### config.mk
export PLATFORM = sky130hd
export DESIGN_NAME = fsm_seq_gen
export DESIGN_NICKNAME = d
export VERILOG_FILES = /design/src/rtl/fsm_seq_gen_pkg.sv /design/src/rtl/fsm_seq_gen_piso_shift.sv /design/src/rtl/fsm_seq_gen.sv
export SDC_FILE = /design/constraint.sdc
export NUM_CORES = 1
export LEC_CHECK = 0
export BUFFER_PORTS_ARGS = -buffer_cell sky130_fd_sc_hd__buf_2
export CAP_MARGIN = 20
export CORE_ASPECT_RATIO = 0.9
export CORE_UTILIZATION = 50
export CTS_CLUSTER_DIAMETER = 80
export DETAILED_ROUTE_END_ITERATION = 10
export PLACE_DENSITY = 0.7
export SLEW_MARGIN = 30
export SYNTH_ARGS = -nofsm -noshare
export SYNTH_HDL_FRONTEND = slang
export SYNTH_SLANG_ARGS = --single-unit
### constraint.sdc
create_clock -name clk -period 2.03 [get_ports clk]
set_input_delay 0.406 -clock clk [delete_from_list [all_inputs] [get_ports clk]]
set_output_delay 0.406 -clock clk [all_outputs]
set_load 0.05 [all_outputs]
### src/rtl/fsm_seq_gen_pkg.sv
// Shared state encoding and default sizing for the serial pattern transmitter.
package fsm_seq_gen_pkg;

    typedef enum logic [1:0] {
        IDLE  = 2'd0,
        SHIFT = 2'd1,
        GAP   = 2'd2,
        DONE  = 2'd3
    } state_t;

    localparam int DEF_PAT_W = 3;
    localparam int DEF_CNT_W = 4;

endpackage

### src/rtl/fsm_seq_gen_piso_shift.sv
// Parallel-load, shift-left register; msb is the bit the transmitter emits next.
module piso_shift #(
    parameter int W = 3
) (
    input  logic         clk,
    input  logic         rst,
    input  logic         load,
    input  logic         shift,
    input  logic [W-1:0] din,
    output logic         msb
);

    logic [W-1:0] sr;

    always_ff @(posedge clk or negedge rst) begin
        if (!rst) begin
            sr <= '0;
        end else if (load) begin
            sr <= din;
        end else if (shift) begin
            sr <= {sr[W-2:0], 1'b0};
        end
    end

    assign msb = sr[W-1];

endmodule

### src/rtl/fsm_seq_gen.sv
// Serial pattern transmitter: sends a latched pattern MSB-first, reps times,
// with optional idle gaps, under a start/busy/done handshake.
//
//   state | meaning
//   IDLE  | waiting for start; all outputs low
//   SHIFT | pattern bit on dout, dvalid high
//   GAP   | idle gap between repetitions
//   DONE  | one-cycle done pulse, busy still high
module fsm_seq_gen
    import fsm_seq_gen_pkg::*;
#(
    parameter int PAT_W = DEF_PAT_W,
    parameter int CNT_W = DEF_CNT_W
) (
    input  logic             clk,
    input  logic             rst,
    input  logic             start,
    input  logic [PAT_W-1:0] pattern,
    input  logic [CNT_W-1:0] reps,
    input  logic [CNT_W-1:0] gap,
    output logic             dout,
    output logic             dvalid,
    output logic             busy,
    output logic             done
);

    localparam int IW = (PAT_W > 2) ? $clog2(PAT_W) : 1;

    state_t           state;
    logic [PAT_W-1:0] pat_q;
    logic [CNT_W-1:0] reps_left;
    logic [CNT_W-1:0] gap_q;
    logic [CNT_W-1:0] gap_cnt;
    logic [IW-1:0]    bit_idx;

    logic             last_bit;
    logic             rep_more;
    logic             sr_load;
    logic             sr_shift;
    logic [PAT_W-1:0] sr_din;
    logic             sr_msb;

    assign last_bit = (bit_idx == '0);
    assign rep_more = (reps_left != CNT_W'(1));

    // The current bit is driven straight into dout, so the shifter is loaded
    // with the remaining bits already aligned at its msb.
    always_comb begin
        sr_load  = 1'b0;
        sr_shift = 1'b0;
        sr_din   = {pat_q[PAT_W-2:0], 1'b0};
        case (state)
            IDLE: begin
                sr_load = start && (reps != '0);
                sr_din  = {pattern[PAT_W-2:0], 1'b0};
            end
            SHIFT: begin
                sr_shift = !last_bit;
                sr_load  = last_bit && rep_more && (gap_q == '0);
            end
            GAP: begin
                sr_load = (gap_cnt == '0);
            end
            default: ;
        endcase
    end

    piso_shift #(.W(PAT_W)) u_piso (
        .clk   (clk),
        .rst   (rst),
        .load  (sr_load),
        .shift (sr_shift),
        .din   (sr_din),
        .msb   (sr_msb)
    );

    always_ff @(posedge clk or negedge rst) begin
        if (!rst) begin
            state     <= IDLE;
            pat_q     <= '0;
            reps_left <= '0;
            gap_q     <= '0;
            gap_cnt   <= '0;
            bit_idx   <= '0;
            dout      <= 1'b0;
            dvalid    <= 1'b0;
            busy      <= 1'b0;
            done      <= 1'b0;
        end else begin
            case (state)
                IDLE: begin
                    dout   <= 1'b0;
                    dvalid <= 1'b0;
                    busy   <= 1'b0;
                    done   <= 1'b0;
                    if (start) begin
                        busy      <= 1'b1;
                        pat_q     <= pattern;
                        reps_left <= reps;
                        gap_q     <= gap;
                        if (reps != '0) begin
                            dout    <= pattern[PAT_W-1];
                            dvalid  <= 1'b1;
                            bit_idx <= IW'(PAT_W - 1);
                            state   <= SHIFT;
                        end else begin
                            done  <= 1'b1;
                            state <= DONE;
                        end
                    end
                end
                SHIFT: begin
                    if (!last_bit) begin
                        dout    <= sr_msb;
                        bit_idx <= bit_idx - IW'(1);
                    end else begin
                        reps_left <= reps_left - CNT_W'(1);
                        if (!rep_more) begin
                            dout   <= 1'b0;
                            dvalid <= 1'b0;
                            done   <= 1'b1;
                            state  <= DONE;
                        end else if (gap_q != '0) begin
                            dout    <= 1'b0;
                            dvalid  <= 1'b0;
                            gap_cnt <= gap_q - CNT_W'(1);
                            state   <= GAP;
                        end else begin
                            dout    <= pat_q[PAT_W-1];
                            bit_idx <= IW'(PAT_W - 1);
                        end
                    end
                end
                GAP: begin
                    if (gap_cnt == '0) begin
                        dout    <= pat_q[PAT_W-1];
                        dvalid  <= 1'b1;
                        bit_idx <= IW'(PAT_W - 1);
                        state   <= SHIFT;
                    end else begin
                        gap_cnt <= gap_cnt - CNT_W'(1);
                    end
                end
                DONE: begin
                    done  <= 1'b0;
                    busy  <= 1'b0;
                    state <= IDLE;
                end
                default: begin
                    dout   <= 1'b0;
                    dvalid <= 1'b0;
                    busy   <= 1'b0;
                    done   <= 1'b0;
                    state  <= IDLE;
                end
            endcase
        end
    end

endmodule

==> run_results.csv <==
group,metric,value,unit
synthesis,synth_seq_cells,25,
pwr,p_per_area,1700,nW/um^2
die,number_of_placement_rows,18,
die,die_x,60.6,um
cts,cts_tree,"done",
grt,grt_util_met1,31.1,%
outcome,run_status,"finished, final reports clean",
pwr,peakVddDrop,0.693,mV
cts,clock_latency,350,ps
cts,cts.reportedPaths.clkPinSlew,150,ps
synthesis,syn_nets,175,
cts,clk_root_buffer_cell,"sky130_fd_sc_hd__clkbuf_4",
synthesis,synth_ff_type,"sky130_fd_sc_hd__dfrtp_1",
drt,drc_viols,0,
grt,grt_usage,23.2,%
pwr,pwr-share-seq,32.6,%
grt,grt_pass1_wl,5420,um
pwr,power.share.clock,8.4,%
grt,grt_antenna_before_repair,0,
synthesis,synth_async_sr_flop_share,100,%
timing,finalSetupViolations,0,
cells_and_area,nFillCells,249,
cells_and_area,nNetsFinal,199,
pwr,internal_power,0.00166,W
die,total_i_o_pin_count,18,
drt,drtPass1Iterations,4,
timing,finalWorstPathRequiredPeriod,1950,ps
critical_path,critical_path.endpoint_type,"flop",
pwr,p_leak,0.797,nW
critical_path,cp-startpoint,"reps_left[1]",
pwr,total_switching_power,0.00135,W
timing,max_slew_violation_count,0,
cells_and_area,final_layout_size_suffix_gt1_share,27.9,%
cts,cts.htree.levels,1,
drt,route.detailed.wl_per_inst,15.3,um
run,timing.max_cap.violations,0,
grt,globalRouteMet3Util,5.67,%
grt,grt_max_degree,26,
critical_path,critical_path.startpoint_type,"flop",
critical_path,timing.critical_path.required,2270,ps
critical_path,worstSetupPathType,"flop to flop",
grt,vias_in_the_first_global_route,1170,
drt,postRouteAntennaNets,0,
synthesis,yosys.cell_types.count,38,
die,fp.dieArea,3310,sq um
critical_path,crit_fanout,3,
cells_and_area,mostFrequentLayoutCells,"sky130_fd_sc_hd__dfrtp_1, sky130_fd_sc_hd__nand2_1, sky130_fd_sc_hd__buf_2",
placed_design,dpl.cell_count,208,
cells_and_area,final_common_cell,"sky130_fd_sc_hd__dfrtp_1",
cts,cts_post_setup_buffers_inserted,0,
timing,worst_slew_pin_slew,552,ps
synthesis,yosysSeqAreaShare,40.6,%
pwr,p_comb_share,59.0,%
cts,numCtsBuffers,3,
synthesis,synthesis.yosys.warnings,0,
synthesis,post_synth_inst_count,149,
timing,maximum_operating_frequency,512,MHz
die,fp.dieH,54.7,um
grt,grt_most_used_layer,"met2",
placed_design,place.gp.congestion,0.927,
drt,detailed_route_via_count,1221,
cells_and_area,fin_cells,212,
synthesis,mean_cell_area_of_the_mapped_netlist,10.4,sq um
critical_path,rr_startpoint,"reps_left[1]",
placed_design,hpwlAfterDp,2400,um
grt,gr-usage-met2,34.8,%
timing,clock-skew-final,9.94,ps
pwr,power,0.00301,W
cells_and_area,antenna_cells,0,
critical_path,critical_path_arrival,2200,ps
synthesis,syn-cell-area,1540,sq um
timing,final_min_period_over_clock_period,96.3,%
drt,drt_iter0_markers,34,
drt,vias_per_cell,5.76,
cts,clock-sinks,25,
drt,drt_wl_total,3250,um
grt,grt.overflow.total,0,
placed_design,port-buffer-count,17,
die,core_box_area,2840,sq um
cts,cts_max_path_buffers,2,
cells_and_area,area_growth_syn_to_layout,14.4,%
pwr,power.share.switching,44.9,%
synthesis,synth_edf_count,0,
timing,maxSlewHeadroom,63.2,%
die,initial_core_util,54.4,%
worst_hold_path,hp-class,"primary input to async pin",
timing,final_hold_viol_count,0,
[Yosys cell counts (2+ instances only)]
cell | instances | area [sq um]
sky130_fd_sc_hd__nand2_1 | 19 | 71.3
sky130_fd_sc_hd__ha_1 | 12 | 150
sky130_fd_sc_hd__clkbuf_1 | 2 | 7.51
sky130_fd_sc_hd__nor2b_1 | 2 | 12.5
sky130_fd_sc_hd__o21ai_0 | 11 | 55.1
sky130_fd_sc_hd__a31oi_1 | 2 | 12.5
sky130_fd_sc_hd__nor2_1 | 2 | 7.51
sky130_fd_sc_hd__dfrtp_1 | 25 | 626
sky130_fd_sc_hd__o211ai_1 | 2 | 15.0
sky130_fd_sc_hd__a2bb2oi_1 | 2 | 17.5
sky130_fd_sc_hd__mux2_2 | 10 | 113
sky130_fd_sc_hd__nand2b_1 | 3 | 18.8
sky130_fd_sc_hd__or2_2 | 2 | 12.5
sky130_fd_sc_hd__buf_2 | 2 | 10.0
sky130_fd_sc_hd__inv_1 | 8 | 30.0
sky130_fd_sc_hd__nor3_1 | 2 | 10.0
sky130_fd_sc_hd__mux2i_1 | 11 | 110
sky130_fd_sc_hd__a21oi_1 | 6 | 30.0
sky130_fd_sc_hd__nor3b_1 | 2 | 15.0
sky130_fd_sc_hd__a211o_1 | 2 | 17.5
sky130_fd_sc_hd__o22ai_1 | 3 | 18.8
sky130_fd_sc_hd__nor4_1 | 2 | 12.5
sky130_fd_sc_hd__o31ai_1 | 2 | 15.0
[registers in the layout (all words and copies together) (netlist names)]
signal,cells
bit_idx,2
busy,1
done,1
dout,1
dvalid,1
gap_cnt,4
gap_q,4
pat_q,3
reps_left,4
state,2
u_piso.sr,2
[power by group through the flow]
stage / Clock (W) / Combinational, W / Sequential, W
finish: 0.000251 / 0.00178 / 0.000982
global route: 0.000278 / 0.00197 / 0.00101
CTS: 0.000258 / 0.00173 / 0.000976
detailed placement: 0 / 0.00172 / 0.000986
global placement: 0 / 0.00169 / 0.000975
floorplan: 0 / 0.00118 / 0.00106
[worst paths after layout]
kind                              endpoint  slack (ps)  depth (start not counted)
worst max register to register      dvalid          80                          6
min in group clk                  gap_q[0]         280                          2
worst max-delay path                dvalid          80                          6
worst min register to register        busy         500                          2
max in group asynchronous         state[0]        1640                          1
worst min-delay path            gap_cnt[0]          20                          1
[what timing repair did]
item / CTS / global route
gates resized for setup: 0 / 5
hold buffers: 0 / 0
endpoints found under the setup margin: 0 / 4
[cells by family (layout without fill, tap and decap cells)]
family          after synthesis  after routing  share of synthesized area (%)
simple gates                 41             41                           14.0
fa+ha+maj                    12             12                           9.73
flops                        25             25                           40.6
buf+inv                      12             35                           3.08
mux                          22             22                           15.4
compound gates               37             37                           17.2
[final cells by class]
class                           count  area, sq um  share of cell area, %
Clock inverter                      1         8.76                  0.496
Tap cell                           40         50.0                   2.83
Clock buffer                        3         22.5                   1.28
Inverter                            8         30.0                   1.70
Sequential cell                    25          626                   35.4
Timing Repair Buffer               23          143                   8.08
Multi-Input combinational cell    112          886                   50.2
[metal layers]
| layer | part of all wire (%) | up-vias |
|---|---|---|
| met2 | 46 | 32 |
| met5 | 0 | - |
| met3 | 3.5 | 8 |
| li1 | - | 590 |
| met4 | 2.5 | 0 |
| met1 | 48 | 591 |
[worst max-delay path: stages (launching register included)]
cell,delay (ps)
sky130_fd_sc_hd__dfrtp_1,420
sky130_fd_sc_hd__inv_1,90
sky130_fd_sc_hd__ha_1,170
sky130_fd_sc_hd__or3b_4,410
sky130_fd_sc_hd__a31oi_2,240
sky130_fd_sc_hd__nor2b_2,180
sky130_fd_sc_hd__mux2_2,330
[per-stage QoR]
step / cell area (sq um) / hold slack (ps) / setup WS, ps / setup TNS, ps / util, %
6_report: 1770 / 19.4 / 75.1 / 0 / 62.2
5_1_grt: 1770 / 57.3 / -4.96 / -4.96 / 62.2
3_5_place_dp: 1720 / 434 / 65.3 / 0 / 60.5
2_1_floorplan: 1540 / 110 / 165 / 0 / -
3_3_place_gp: 1720 / 427 / 53.4 / 0 / 60.5
4_1_cts: 1750 / 39.0 / 23.3 / 0 / 61.6
No activity file was read; power rests on OpenSTA's default activity.
